==> src/rtl/sprite_cfg_pkg.sv <==
// Shared constants, state encoding and register payload for the sprite SPI configuration block.
package sprite_cfg_pkg;

    localparam int unsigned SPRITE_BYTES_DEF = 18;

    localparam logic [7:0] OP_WRITE = 8'h02;
    localparam logic [7:0] OP_READ  = 8'h03;

    localparam logic [7:0] REG_BG     = 8'h00;
    localparam logic [7:0] REG_COL    = 8'h01;
    localparam logic [7:0] REG_XL     = 8'h02;
    localparam logic [7:0] REG_XH     = 8'h03;
    localparam logic [7:0] REG_YL     = 8'h04;
    localparam logic [7:0] REG_YH     = 8'h05;
    localparam logic [7:0] REG_CTRL   = 8'h06;
    localparam logic [7:0] REG_STATUS = 8'h07;
    localparam logic [7:0] BMP_BASE   = 8'h08;

    localparam int unsigned ST_W = 3;
    typedef logic [ST_W-1:0] state_t;
    localparam state_t ST_IDLE    = 3'd0;
    localparam state_t ST_OPCODE  = 3'd1;
    localparam state_t ST_ADDR    = 3'd2;
    localparam state_t ST_DATA_WR = 3'd3;
    localparam state_t ST_DATA_RD = 3'd4;
    localparam state_t ST_IGNORE  = 3'd5;

    typedef struct packed {
        logic [5:0] bg;
        logic [5:0] spr_col;
        logic [9:0] x;
        logic [9:0] y;
        logic       en;
    } sprite_regs_t;

    // Readback view of the shadow/status map; unmapped and bitmap addresses read as zero.
    function automatic logic [7:0] reg_read(input logic [7:0] a, input sprite_regs_t r,
                                            input logic pending, input logic [6:0] frame_cnt);
        logic [7:0] d;
        d = 8'h00;
        case (a)
            REG_BG:     d = {2'b00, r.bg};
            REG_COL:    d = {2'b00, r.spr_col};
            REG_XL:     d = r.x[7:0];
            REG_XH:     d = {6'b000000, r.x[9:8]};
            REG_YL:     d = r.y[7:0];
            REG_YH:     d = {6'b000000, r.y[9:8]};
            REG_CTRL:   d = {7'b0000000, r.en};
            REG_STATUS: d = {pending, frame_cnt};
            default:    d = 8'h00;
        endcase
        return d;
    endfunction

endpackage

==> src/rtl/sprite_cfg_ctrl_if.sv <==
// SPI pin bundle between the board-level master and the configuration slave.
interface sprite_cfg_ctrl_if;
    logic sclk;
    logic mosi;
    logic cs;
    logic miso;

    modport master (output sclk, output mosi, output cs, input miso);
    modport slave  (input sclk, input mosi, input cs, output miso);
endinterface

==> src/rtl/spi_slave_shifter.sv <==
// SPI mode-0 slave bit engine: synchronisers, edge detect, rx byte assembly and tx shift register.
module spi_slave_shifter (
    input  logic       clk,
    input  logic       reset,
    input  logic       sclk,
    input  logic       mosi,
    input  logic       cs,
    input  logic       tx_load,
    input  logic [7:0] tx_data,
    output logic       miso,
    output logic       byte_valid,
    output logic [7:0] rx_byte,
    output logic       cs_high,
    output logic       cs_fall_c
);

    logic [1:0] sclk_ff;
    logic [1:0] mosi_ff;
    logic [1:0] cs_ff;
    logic       sclk_d;
    logic       cs_d;
    logic       sclk_rise_c;
    logic       sclk_fall_c;
    logic [2:0] bit_cnt;
    logic [6:0] rx_shift;
    logic [7:0] tx_shift;

    // cs synchroniser resets to "selected" so a frame already in progress at reset release is not re-entered.
    always_ff @(posedge clk or posedge reset) begin
        if (reset) begin
            sclk_ff <= 2'b00;
            mosi_ff <= 2'b00;
            cs_ff   <= 2'b00;
            sclk_d  <= 1'b0;
            cs_d    <= 1'b0;
        end else begin
            sclk_ff <= {sclk_ff[0], sclk};
            mosi_ff <= {mosi_ff[0], mosi};
            cs_ff   <= {cs_ff[0], cs};
            sclk_d  <= sclk_ff[1];
            cs_d    <= cs_ff[1];
        end
    end

    assign sclk_rise_c = sclk_ff[1] & ~sclk_d;
    assign sclk_fall_c = ~sclk_ff[1] & sclk_d;
    assign cs_fall_c   = ~cs_ff[1] & cs_d;
    assign cs_high     = cs_ff[1];

    always_ff @(posedge clk or posedge reset) begin
        if (reset) begin
            bit_cnt    <= 3'd0;
            rx_shift   <= 7'd0;
            rx_byte    <= 8'd0;
            byte_valid <= 1'b0;
        end else begin
            byte_valid <= 1'b0;
            if (cs_ff[1]) begin
                bit_cnt <= 3'd0;
            end else if (sclk_rise_c) begin
                rx_shift <= {rx_shift[5:0], mosi_ff[1]};
                bit_cnt  <= bit_cnt + 3'd1;
                if (bit_cnt == 3'd7) begin
                    rx_byte    <= {rx_shift, mosi_ff[1]};
                    byte_valid <= 1'b1;
                end
            end
        end
    end

    // A load coinciding with a falling edge presents the new MSB immediately.
    always_ff @(posedge clk or posedge reset) begin
        if (reset) begin
            tx_shift <= 8'd0;
            miso     <= 1'b0;
        end else if (cs_ff[1]) begin
            tx_shift <= 8'd0;
            miso     <= 1'b0;
        end else if (tx_load) begin
            if (sclk_fall_c) begin
                miso     <= tx_data[7];
                tx_shift <= {tx_data[6:0], 1'b0};
            end else begin
                tx_shift <= tx_data;
            end
        end else if (sclk_fall_c) begin
            miso     <= tx_shift[7];
            tx_shift <= {tx_shift[6:0], 1'b0};
        end
    end

endmodule

==> src/rtl/sprite_cfg_ctrl.sv <==
// SPI configuration controller: command FSM, shadow/active register file, frame-synchronous commit.
// Optional readback path enabled by defining SPRITE_CFG_READBACK_EN.
module sprite_cfg_ctrl
    import sprite_cfg_pkg::*;
#(
    parameter  int unsigned SPRITE_BYTES = SPRITE_BYTES_DEF,
    localparam int unsigned BMP_AW       = $clog2(SPRITE_BYTES)
) (
    input  logic              clk,
    input  logic              reset,
    sprite_cfg_ctrl_if.slave  spi,
    input  logic              next_frame,
    output logic [5:0]        bg_color,
    output logic [5:0]        sprite_color,
    output logic [9:0]        sprite_x,
    output logic [9:0]        sprite_y,
    output logic              sprite_en,
    output logic              bmp_we,
    output logic [BMP_AW-1:0] bmp_addr,
    output logic [7:0]        bmp_wdata
);

    localparam logic [7:0] BMP_END = 8'(32'(BMP_BASE) + SPRITE_BYTES);

    logic         byte_valid;
    logic [7:0]   rx_byte;
    logic         cs_high;
    logic         cs_fall_c;
    logic         tx_load_c;
    logic [7:0]   tx_data_c;
    logic [7:0]   rd_addr_c;

    state_t       state, state_nxt;
    logic [7:0]   addr, addr_nxt;
    logic         is_read, is_read_nxt;
    logic         wr_c;
    logic         reg_wr_c;
    logic         bmp_hit_c;

    sprite_regs_t shadow;
    sprite_regs_t active;
    logic         pending;
    logic [6:0]   frame_cnt;

    spi_slave_shifter u_shifter (
        .clk        (clk),
        .reset      (reset),
        .sclk       (spi.sclk),
        .mosi       (spi.mosi),
        .cs         (spi.cs),
        .tx_load    (tx_load_c),
        .tx_data    (tx_data_c),
        .miso       (spi.miso),
        .byte_valid (byte_valid),
        .rx_byte    (rx_byte),
        .cs_high    (cs_high),
        .cs_fall_c  (cs_fall_c)
    );

    always_ff @(posedge clk or posedge reset) begin
        if (reset) begin
            state   <= ST_IDLE;
            addr    <= 8'h00;
            is_read <= 1'b0;
        end else begin
            state   <= state_nxt;
            addr    <= addr_nxt;
            is_read <= is_read_nxt;
        end
    end

    // Command decode; every byte is consumed in the cycle its byte_valid is high.
    always_comb begin
        state_nxt   = state;
        addr_nxt    = addr;
        is_read_nxt = is_read;
        wr_c        = 1'b0;
        tx_load_c   = 1'b0;
        rd_addr_c   = addr;
        if (cs_high) begin
            state_nxt = ST_IDLE;
        end else begin
            case (state)
                ST_IDLE: if (cs_fall_c) state_nxt = ST_OPCODE;
                ST_OPCODE: if (byte_valid) begin
                    if (rx_byte == OP_WRITE) begin
                        state_nxt   = ST_ADDR;
                        is_read_nxt = 1'b0;
                    end
`ifdef SPRITE_CFG_READBACK_EN
                    else if (rx_byte == OP_READ) begin
                        state_nxt   = ST_ADDR;
                        is_read_nxt = 1'b1;
                    end
`endif
                    else begin
                        state_nxt = ST_IGNORE;
                    end
                end
                ST_ADDR: if (byte_valid) begin
                    addr_nxt  = rx_byte;
                    rd_addr_c = rx_byte;
                    tx_load_c = is_read;
                    state_nxt = is_read ? ST_DATA_RD : ST_DATA_WR;
                end
                ST_DATA_WR: if (byte_valid) begin
                    wr_c     = 1'b1;
                    addr_nxt = addr + 8'd1;
                end
                ST_DATA_RD: if (byte_valid) begin
                    addr_nxt  = addr + 8'd1;
                    rd_addr_c = addr + 8'd1;
                    tx_load_c = 1'b1;
                end
                ST_IGNORE: state_nxt = ST_IGNORE;
                default:   state_nxt = ST_IDLE;
            endcase
        end
    end

    assign tx_data_c = reg_read(rd_addr_c, shadow, pending, frame_cnt);
    assign reg_wr_c  = wr_c && (addr < REG_STATUS);
    assign bmp_hit_c = (addr >= BMP_BASE) && (addr < BMP_END);

    // Commit copies the pre-write shadow; a same-cycle write keeps pending set for the next frame.
    always_ff @(posedge clk or posedge reset) begin
        if (reset) begin
            shadow    <= '0;
            active    <= '0;
            pending   <= 1'b0;
            frame_cnt <= 7'd0;
            bmp_we    <= 1'b0;
            bmp_addr  <= '0;
            bmp_wdata <= 8'h00;
        end else begin
            if (reg_wr_c) begin
                case (addr)
                    REG_BG:   shadow.bg      <= rx_byte[5:0];
                    REG_COL:  shadow.spr_col <= rx_byte[5:0];
                    REG_XL:   shadow.x[7:0]  <= rx_byte;
                    REG_XH:   shadow.x[9:8]  <= rx_byte[1:0];
                    REG_YL:   shadow.y[7:0]  <= rx_byte;
                    REG_YH:   shadow.y[9:8]  <= rx_byte[1:0];
                    REG_CTRL: shadow.en      <= rx_byte[0];
                    default:  shadow         <= shadow;
                endcase
            end
            if (next_frame && pending) active <= shadow;
            if (next_frame) frame_cnt <= frame_cnt + 7'd1;
            if (reg_wr_c) begin
                pending <= 1'b1;
            end else if (next_frame) begin
                pending <= 1'b0;
            end
            bmp_we <= wr_c && bmp_hit_c;
            if (wr_c && bmp_hit_c) begin
                bmp_addr  <= BMP_AW'(addr - BMP_BASE);
                bmp_wdata <= rx_byte;
            end
        end
    end

    assign bg_color     = active.bg;
    assign sprite_color = active.spr_col;
    assign sprite_x     = active.x;
    assign sprite_y     = active.y;
    assign sprite_en    = active.en;

endmodule

==> src/flat_wrapper.sv <==
// flat-port wrapper written by rule: the top's interface ports become plain ports
module sprite_cfg_ctrl_flat import sprite_cfg_pkg::*;
#(
    parameter  int unsigned SPRITE_BYTES = SPRITE_BYTES_DEF,
    localparam int unsigned BMP_AW       = $clog2(SPRITE_BYTES)
)
  (clk, reset, next_frame, bg_color, sprite_color, sprite_x, sprite_y, sprite_en, bmp_we, bmp_addr, bmp_wdata, spi_sclk, spi_mosi, spi_cs, spi_miso);
  sprite_cfg_ctrl_if spi_i ();
  input  logic clk;
  input  logic reset;
  input  logic next_frame;
  output logic [5:0] bg_color;
  output logic [5:0] sprite_color;
  output logic [9:0] sprite_x;
  output logic [9:0] sprite_y;
  output logic sprite_en;
  output logic bmp_we;
  output logic [BMP_AW-1:0] bmp_addr;
  output logic [7:0] bmp_wdata;
  input wire logic [$bits(spi_i.sclk)-1:0] spi_sclk;
  input wire logic [$bits(spi_i.mosi)-1:0] spi_mosi;
  input wire logic [$bits(spi_i.cs)-1:0] spi_cs;
  output wire logic [$bits(spi_i.miso)-1:0] spi_miso;
  assign spi_i.sclk = spi_sclk;
  assign spi_i.mosi = spi_mosi;
  assign spi_i.cs = spi_cs;
  assign spi_miso = spi_i.miso;
  sprite_cfg_ctrl #(.SPRITE_BYTES(SPRITE_BYTES)) u_core (.clk(clk), .reset(reset), .spi(spi_i), .next_frame(next_frame), .bg_color(bg_color), .sprite_color(sprite_color), .sprite_x(sprite_x), .sprite_y(sprite_y), .sprite_en(sprite_en), .bmp_we(bmp_we), .bmp_addr(bmp_addr), .bmp_wdata(bmp_wdata));
endmodule
==> config.mk <==
export PLATFORM = sky130hd
export DESIGN_NAME = sprite_cfg_ctrl_flat
export DESIGN_NICKNAME = d
export VERILOG_FILES = /design/src/rtl/sprite_cfg_pkg.sv /design/src/rtl/sprite_cfg_ctrl_if.sv /design/src/rtl/spi_slave_shifter.sv /design/src/rtl/sprite_cfg_ctrl.sv /design/src/flat_wrapper.sv
export SDC_FILE = /design/constraint.sdc
export NUM_CORES = 1
export LEC_CHECK = 0
export ABC_AREA = 1
export BUFFER_PORTS_ARGS = -buffer_cell sky130_fd_sc_hd__buf_2
export CAP_MARGIN = 15
export CORE_MARGIN = 2
export CORE_UTILIZATION = 40
export CTS_CLUSTER_DIAMETER = 80
export DETAILED_ROUTE_END_ITERATION = 8
export SETUP_SLACK_MARGIN = 0.4
export SYNTH_ARGS = -nofsm -noshare
export SYNTH_HDL_FRONTEND = slang
export SYNTH_SLANG_ARGS = --single-unit
==> constraint.sdc <==
create_clock -name clk -period 5.49 [get_ports clk]
set_input_delay 1.647 -clock clk [delete_from_list [all_inputs] [get_ports clk]]
set_output_delay 1.647 -clock clk [all_outputs]
set_load 0.005 [all_outputs]
======== Yosys cells after proc, flatten, opt, wreduce, memory -nomap -nowiden ========
Cells that the tools add are included.
operators by class
  $add $sub $neg .......................... 4
  $lt $le $gt $ge ......................... 3
  equal/unequal tests ..................... 24
  muxes and demuxes ....................... 32
  bitwise logic cells ..................... 6
  reductions and logical operators ........ 24
operators with widths
  operator             number
  $pmux 8 s8           1
  $eq 8x3->1 const B   7
  $mux 8               7
  $eq 8x2->1 const B   5
  $pmux 8 s2           2
  $mux 3               7
  $reduce_and 2->1     9
  $eq 8x1->1 const B   2
  $logic_not 8->1      2
  $pmux 3 s5           1
  $mux 1               14
  $eq 3x3->1 const B   3
  $add 8x1->8 const B  1
  $ge 8x4->1 const B   1
  $lt 8x3->1 const B   1
  $lt 8x5->1 const B   1
  $reduce_bool 2->1    4
  $add 7x1->7 const B  1
  $eq 3x2->1 const B   2
  $ne 3x3->1 const B   2
  $sub 5x4->5 const B  1
  $logic_and 1x1->1    4
  $reduce_and 4->1     1
  $add 3x1->3 const B  1
  9 further kinds      13
storage, ports and cells
  bits in registers ....................... 135
  bits of input ports ..................... 6
  output and inout port bits .............. 48
  logic and storage cells ................. 123

======== Logic depth before layout (Yosys ltp) ========
Gate-level depths: netlist of the first run.
  depth in word-level cells ............... 9
  depth in mapped cells ................... 21
  gate-level depth less buffers ........... 20

======== By module ========
Synthesis of the first run repeated with hierarchy kept, for this count alone.
unflattened totals
  cell total of the unflattened synthesis .. 742
  area total of the unflattened synthesis .. 6507.5 um^2
modules (own cells, without submodules)
  module             times used  cells an instance  area each (um^2)
  sprite_cfg_ctrl    1           571                4977.3
  spi_slave_shifter  1           171                1530.2

======== Least setup slack after synthesis of the first run ========
Ideal clock, no wire load.
  path type ............................... input to register
  start ................................... input port next_frame
  end ..................................... register u_core.active, in the netlist u_core.bg_color[0]
  setup time .............................. 0.125 ns
  data arrival time ....................... 2.469 ns
  required time ........................... 5.365 ns
  setup slack ............................. 2.897 ns
  stages on the path ...................... 3
  cell sequence ........................... nand2_1 > buf_1 > mux2_2
between the ends
  word-level cells in the longest chain between the ends .. 1
RTL lines
  what                  line                    source
  from (decl)           flat_wrapper.sv:11      input logic next_frame;
  $logic_and 1x1->1     sprite_cfg_ctrl.sv:148  if (next_frame && pending) active <= shadow;
  to (signal assigned)  sprite_cfg_ctrl.sv:148
  to (decl)             sprite_cfg_ctrl.sv:41   sprite_regs_t active;
No other way between the ends.
A chain may end at the register's enable or synchronous reset.

======== Final worst setup path of the first run ========
  start ................................... register u_core.addr[7]
  end ..................................... register u_core.u_shifter.tx_shift[1]
between the ends
  word-level cells in the longest chain between the ends .. 9
  elaborated cells between the ends (all ways) .. 17
  those cells by class .................... add/sub: 1; eq/ne: 7; mux: 8; reduce/logical: 1
RTL lines
  what                                      line                     source
  from (decl)                               sprite_cfg_ctrl.sv:34    logic [7:0] addr, addr_nxt;
  from (signal assigned)                    sprite_cfg_ctrl.sv:67    addr <= addr_nxt;
  $add 8x1->8                               sprite_cfg_ctrl.sv:112   rd_addr_c = addr + 8'd1;
  $mux 8                                    n/a
  $pmux 8 s2                                sprite_cfg_ctrl.sv:83    case (state)
  $mux 8 (*)                                sprite_cfg_ctrl.sv:80    if (cs_high) begin
  $eq 8x3->1, or another cell as far along  sprite_cfg_pkg.sv:41     case (a)
  $pmux 8 s8 (*)                            sprite_cfg_pkg.sv:41
  $mux 8 (*)                                spi_slave_shifter.sv:80  if (sclk_fall_c) begin
  $mux 8 (*)                                spi_slave_shifter.sv:79  end else if (tx_load) begin
  $mux 8 (*)                                spi_slave_shifter.sv:76  end else if (cs_ff[1]) begin
  to (signal assigned)                      spi_slave_shifter.sv:82  tx_shift <= {tx_data[6:0], 1'b0};
  to (signal assigned)                      spi_slave_shifter.sv:84  tx_shift <= tx_data;
  to (signal assigned)                      spi_slave_shifter.sv:88  tx_shift <= {tx_shift[6:0], 1'b0};
  to (decl)                                 spi_slave_shifter.sv:26  logic [7:0] tx_shift;
Every way passes the cells marked *; elsewhere a longest branch is shown, timed or not.

==> results of run 1 <==
[path summary, 6_finish.rpt]
check / startpoint / endpoint / slack, ns / cells after the start
max: u_core.addr[7] / u_core.u_shifter.tx_shift[1] / 2.51 / 14
min: u_core.u_shifter.sclk_ff[0] / u_core.u_shifter.sclk_ff[1] / 0.35 / 0
max reg2reg: u_core.addr[7] / u_core.u_shifter.tx_shift[1] / 2.51 / 14
min reg2reg: u_core.u_shifter.sclk_ff[0] / u_core.u_shifter.sclk_ff[1] / 0.35 / 0
max in group asynchronous: reset / u_core.frame_cnt[2] / 3.11 / 3
min in group asynchronous: reset / u_core.bmp_wdata[2] / 1.45 / 2
[where the power goes]
part,switching (mW),total [mW],internal [mW]
Combinational,0.538,0.734,0.197
Clock,0.424,1.22,0.797
Sequential,0.0958,1.16,1.07
Total,1.06,3.12,2.06
[routing by layer]
| metal | routed length (µm) | share of wire |
|---|---|---|
| met5 | 0 | 0 |
| met4 | 318 | 0.020 |
| met3 | 704 | 0.045 |
| met2 | 7556 | 0.48 |
| met1 | 7145 | 0.45 |
[placed cells by master, fill, tap and decap left out, drive strengths merged]
cell type	synthesis	routed
nand2	215	215
o31ai	2	2
nor3	2	2
ha	10	10
o2111ai	1	1
a22o	2	2
a221oi	1	1
xor2	3	3
xnor2	3	3
a32o	1	1
nor4	2	2
o211ai	3	3
nand4	21	21
a21boi	1	1
nand3	44	44
o21a	6	6
clkinvlp	0	2
o22ai	3	3
or2	1	1
inv	68	68
clkbuf	13	21
a31oi	4	4
o21ai	99	99
o21bai	1	1
clkinv	0	5
buf	10	56
a21oi	4	4
bufinv	0	4
dfrtp	135	135
nor2	56	56
mux2	25	25
[flip-flops by register name, summed over array words and instances (netlist names), 2 cells and up]
name / flops
u_core.u_shifter.rx_byte: 8
u_core.addr: 8
u_core.frame_cnt: 7
u_core.shadow: 33
u_core.sprite_color: 6
u_core.u_shifter.mosi_ff: 2
u_core.sprite_y: 10
u_core.bmp_addr: 5
u_core.bg_color: 6
u_core.u_shifter.rx_shift: 7
u_core.state: 3
u_core.u_shifter.sclk_ff: 2
u_core.sprite_x: 10
u_core.u_shifter.bit_cnt: 3
u_core.u_shifter.cs_ff: 2
u_core.u_shifter.tx_shift: 8
u_core.bmp_wdata: 8
[cell type report]
type | instances | area (µm²) | area share
Sequential cell | 135 | 3378 | 0.4502
Multi-Input combinational cell | 510 | 2636 | 0.3513
Clock buffer | 21 | 470.5 | 0.06270
Timing Repair Buffer | 56 | 320.3 | 0.04269
Tap cell | 216 | 270.3 | 0.03602
Inverter | 68 | 259.0 | 0.03452
Clock inverter | 11 | 168.9 | 0.02251
[cell families after synthesis]
| group | after synthesis | share of synthesized area |
|---|---|---|
| buffers and inverters | 91 | 0.05634 |
| adders and majority gates | 10 | 0.01963 |
| and+or+nand+nor | 341 | 0.2291 |
| DFF | 135 | 0.5300 |
| xor gates and xnor gates | 6 | 0.008247 |
| muxes | 25 | 0.04417 |
| AOI/OAI and AO/OA | 128 | 0.1125 |
==> flow_metrics.env, run 1 <==
export IMPL_grtUsageTotal=0.1952
export IMPL_overflow=0
export IMPL_async_flop_share=1.000
export IMPL_leakage_nw=3.743
export IMPL_syn_cell_area_um2=6374
export IMPL_met3_usage=0.04510
export IMPL_layout_setup_ws_ns=2.512
export IMPL_cts_tree="built"
export IMPL_finalCritPeriodShare=0.5425
export IMPL_dpl_cell_area_um2=6837
export IMPL_synth_top_area_frac=0.5300
export IMPL_path_cells="nor2_1 -> nand2_1 -> nor2_1 -> inv_1 -> nand2_1 -> a21boi_4 -> nand2_1 -> nor2_1 -> nor2_1 -> nand2_1 -> nand2_1 -> nand3_1 -> nand2_1 -> nand2_1"
export IMPL_drc_errors=0
export IMPL_cts_setup_buffers=0
export IMPL_rows=46
export IMPL_fmax_mhz=335.7
export IMPL_first_pass_iters=6
export IMPL_grt_use_met2=0.3194
export IMPL_hold_viol=0
export IMPL_cp_common_cell="nand2_1"
export IMPL_crit_type="flop to flop"
export IMPL_slowest_delay_ns=0.54
export IMPL_synth_nets=752
export IMPL_yosysTopAreaCell="dfrtp_1"
export IMPL_dp_cells=984
export IMPL_status="finished, final reports clean"
export IMPL_synth_edf_count=0
export IMPL_start_util=0.4056
export IMPL_grt_max_degree=91
export IMPL_path_buf_inv=1
export IMPL_path_delay_family="simple AND/OR/NAND/NOR gates"
export IMPL_totalWireLength_um=15730
export IMPL_cts_sinks=135
export IMPL_drv_cap=0
export IMPL_final_min_clock_period_ns=2.978
export IMPL_yosys_top_cells_area="dfrtp_1 (53%), nand2_1 (12%), o21ai_0 (6.8%)"
export IMPL_clockBufferDepth=2
export IMPL_ys_seq_area_frac=0.5300
export IMPL_drive_above_1_share=0.1735
export IMPL_slowest_stage="a21boi_4"
export IMPL_top_usage_layer="met2"
export IMPL_place_congestion=0.8925
export IMPL_path_clk_slew_ns=0.06
export IMPL_cts_root_buf="clkbuf_16"
export IMPL_endpoint_kind="flop"
export IMPL_fin_skew_ns=0.009224
export IMPL_relSlewSlack=0.3419
export IMPL_slew_viol_final=0
export IMPL_die_h_um=130.2
export IMPL_yosys_warnings=0
export IMPL_port_buffers=53
export IMPL_area_growth_pct=17.73
export IMPL_cp_required_ns=5.85
export IMPL_h_tree_depth=4
export IMPL_netlist_cell_type_count=39
export IMPL_antenna_cells=0
export IMPL_die_x_um=130.2
export IMPL_hold_ws_ns=0.3466
export IMPL_synth_top_flop_cell="dfrtp_1"
export IMPL_fin_tns_setup_ns=0
export IMPL_power_mw=3.116
export IMPL_syn_avg_cell_area_um2=8.660
export IMPL_cts_made_buffers=17
export IMPL_yosysMostFrequentCell="nand2_1"
export IMPL_syn_inst=736
export IMPL_synth_seq_cells=135
export IMPL_final_core_util=0.4775
export IMPL_die_area_um2=16960
export IMPL_drt_iter0_markers=507
export IMPL_grt_pass1_wl_um=25410
export IMPL_io_pins=54
export IMPL_tightestPinTransition_ns=0.9851
export IMPL_fillCellCount=1486
export IMPL_ctsResizeCount=0
export IMPL_hpwlAfterDp_um=10830
export IMPL_nets=804
export IMPL_hold_path_class="flop to flop"
export IMPL_rsz0062_at_grt="no"
export IMPL_viasPerCell=5.172
export IMPL_antenna_found_initial=0
export IMPL_wire_per_inst_um=15.46
export IMPL_hold_buffers=0
export IMPL_grt_pass1_vias=5032
export IMPL_place_ws_ns=1.993
export IMPL_vias=5260
export IMPL_critPathMaxFanout=17
export IMPL_arrival_ns=3.34
export IMPL_synthTopCellsByCount="nand2_1 (208), dfrtp_1 (135), o21ai_0 (87)"
export IMPL_coreArea_um2=15710
export IMPL_critPathLaunchType="flop"
export IMPL_finalSetupViolCount=0
export IMPL_cellPowerDensity_nw_per_um2=415.3
export IMPL_ir_worst_vdd_mv=0.2274
export IMPL_final_area_um2=7503
export IMPL_ant_nets=0
export IMPL_grt_use_met1=0.2553
export IMPL_clkLatencyLatePin_ns=0.42
export IMPL_fin_cells=1017
Power figures use the tool's default switching activity.
==> inputs of run 2 (changes only) <==
==> constraint.sdc (replaced) <==
create_clock -name clk -period 2.6 [get_ports clk]
set_input_delay 0.78 -clock clk [delete_from_list [all_inputs] [get_ports clk]]
set_output_delay 0.78 -clock clk [all_outputs]
set_load 0.005 [all_outputs]
==> run 2 against run 1 <==
Register-to-register slack lost 2.3 ns. Non-clock buffer count grew 38. Sequential share of layout area shrank 3.4 points. Clock power grew 100%. Maximum frequency grew 26%. Total power grew 130%. Sequential cell count is the same. Setup slack lost 2.3 ns. Critical path type unchanged. Critical endpoint is now u_core.u_shifter.tx_shift[2].
==> flow_metrics.env, run 2 (same netlist as run 1, synthesis figures left out) <==
export IMPL_regMostFlops="u_core.shadow"
export IMPL_p_sw_frac=0.3549
export IMPL_coreArea_um2=15710
export IMPL_regToRegEndpoint="u_core.u_shifter.tx_shift[2]"
export IMPL_totalWireLength_um=16580
export IMPL_die_area_um2=16960
export IMPL_path_delay_family="simple AND/OR/NAND/NOR gates"
export IMPL_leakage_nw=3.967
export IMPL_mostFrequentLayoutCells="nand2_1 (182), dfrtp_1 (129), o21ai_0 (84), inv_1 (53), buf_2 (53)"
export IMPL_crit_type="flop to flop"
export IMPL_pwr_share_comb=0.326
export IMPL_rows=46
export IMPL_fin_tns_setup_ns=0
export IMPL_die_x_um=130.2
export IMPL_cts_tree="built"
export IMPL_finalSetupViolCount=0
export IMPL_cts_sinks=135
export IMPL_rsz0062_at_grt="yes"
export IMPL_largest_register_ff_count=33
export IMPL_overflow=0
export IMPL_ant_nets=0
export IMPL_clkPwrFrac=0.339
export IMPL_final_area_um2=8127
export IMPL_finalCritPeriodShare=0.9082
export IMPL_antenna_cells=0
export IMPL_fmax_mhz=423.5
export IMPL_first_pass_iters=6
export IMPL_cts_made_buffers=17
export IMPL_hpwlAfterDp_um=11260
export IMPL_multi_input_area_um2=2974
export IMPL_ir_worst_vdd_mv=0.5235
export IMPL_dpl_cell_area_um2=6999
export IMPL_whs_endpoint="u_core.u_shifter.sclk_ff[1]"
export IMPL_hold_ws_ns=0.3454
export IMPL_viasPerCell=5.164
export IMPL_status="finished, final reports clean"
export IMPL_hold_viol=0
export IMPL_fillCellCount=1460
export IMPL_die_h_um=130.2
export IMPL_mostFrequentLayoutCell="nand2_1"
export IMPL_grt_max_degree=136
export IMPL_drc_errors=0
export IMPL_h_tree_depth=4
export IMPL_layout_setup_ws_ns=0.2388
export IMPL_fin_skew_ns=0.008125
export IMPL_power_share_sequential=0.335
export IMPL_hp_start="u_core.u_shifter.sclk_ff[0]"
export IMPL_port_buffers=53
export IMPL_final_min_clock_period_ns=2.361
export IMPL_grt_pass1_wl_um=26260
export IMPL_grt_pass1_vias=5229
export IMPL_path_buf_inv=3
export IMPL_reg2reg_depth=17
export IMPL_drt_iter0_markers=561
export IMPL_drv_cap=0
export IMPL_cellInternalPower_mw=4.711
export IMPL_place_ws_ns=0.08504
export IMPL_power_mw=7.302
export IMPL_critPathLaunchType="flop"
export IMPL_grtUsageTotal=0.2013
export IMPL_antenna_found_initial=0
export IMPL_drive_above_1_share=0.3027
export IMPL_critPathMaxFanout=5
export IMPL_ff2ff_setup_slack_ns=0.24
export IMPL_vias=5448
export IMPL_clkLatencyLatePin_ns=0.42
export IMPL_cp_required_ns=2.91
export IMPL_regArea_um2=3386
export IMPL_r2r_start="u_core.addr[0]"
export IMPL_tightestPinTransition_ns=0.7044
export IMPL_slowest_delay_ns=0.48
export IMPL_p_switching_mw=2.591
export IMPL_clockBufferDepth=2
export IMPL_endpoint_kind="flop"
export IMPL_start_util=0.4056
export IMPL_cts_root_buf="clkbuf_16"
export IMPL_area_growth_pct=27.50
export IMPL_slowest_stage="dfrtp_2"
export IMPL_path_clk_slew_ns=0.06
export IMPL_slew_viol_final=0
export IMPL_nets=842
export IMPL_path_cells="inv_2 -> ha_4 -> nand2_2 -> nand2_2 -> nand2_1 -> nand2_2 -> o21ai_4 -> inv_1 -> nand2_2 -> nor2_4 -> buf_4 -> nand4_1 -> nand3_2 -> o21ai_1 -> nand3_2 -> nand2_2 -> nand2_1"
export IMPL_relSlewSlack=0.5304
export IMPL_hold_path_class="flop to flop"
export IMPL_arrival_ns=2.67
export IMPL_io_pins=54
export IMPL_holdPathStages=0
export IMPL_cp_common_cell="nand2_2"
export IMPL_place_congestion=0.9955
export IMPL_wire_per_inst_um=15.72
export IMPL_cellPowerDensity_nw_per_um2=898.6
[run 2: changes by cell type in the layout (fill, tap and decap cells not counted), moves of 11 or more]
cell     delta
nor2_1     -18
nand2_2    +22
buf_4      +29
nand3_2    +11
nand2_1    -26
nand3_1    -14
[run 2: how the worst max path moves through the flow]
stage,slack (ns),cells past startpoint,to,from
5_1_grt,0.06,17,u_core.u_shifter.tx_shift[1],u_core.addr[1]
2_1_floorplan,0.14,1,u_core.addr[0],reset
6_report,0.24,17,u_core.u_shifter.tx_shift[2],u_core.addr[0]
3_5_place_dp,0.09,17,u_core.u_shifter.tx_shift[1],u_core.addr[1]
4_1_cts,0.25,20,u_core.u_shifter.tx_shift[2],u_core.addr[0]
3_3_place_gp,0.16,17,u_core.u_shifter.tx_shift[1],u_core.addr[1]
[run 2: layout make-up]
type / instances / area share
Clock inverter: 10 / 0.01786
Tap cell: 216 / 0.03326
Clock buffer: 22 / 0.05712
Inverter: 68 / 0.03218
Sequential cell: 135 / 0.4166
Timing Repair Buffer: 94 / 0.07698
Multi-Input combinational cell: 510 / 0.3660
[run 2: per-stage QoR]
step                      instances  utilization
final                          1055       0.5172
after global routing           1055       0.5172
after CTS                      1044       0.4974
after detailed placement       1004       0.4455
after global placement         1004       0.4455
after floorplan                 736            -
[run 2: layer usage]
layer	track usage	part of all wire
met3	0.03854	0.041
met4	0.09614	0.038
met2	0.3286	0.48
met5	0	0
met1	0.2588	0.44
[run 2: power groups by stage]
stage          Clock [mW]  Combinational, mW  Sequential [mW]
5_1_grt              2.63               2.59             2.47
3_5_place_dp            0               1.67             2.47
2_1_floorplan           0               1.24             2.41
3_3_place_gp            0               1.63             2.46
4_1_cts              2.52               1.98             2.42
6_report             2.47               2.38             2.45
[run 2: timing repair]
action | 4_1_cts | 5_1_grt
endpoints found under the setup margin | 37 | 39
buffers inserted | 8 | 11
pin swaps | 12 | 35
hold buffers | 0 | 0
resized for setup | 43 | 67
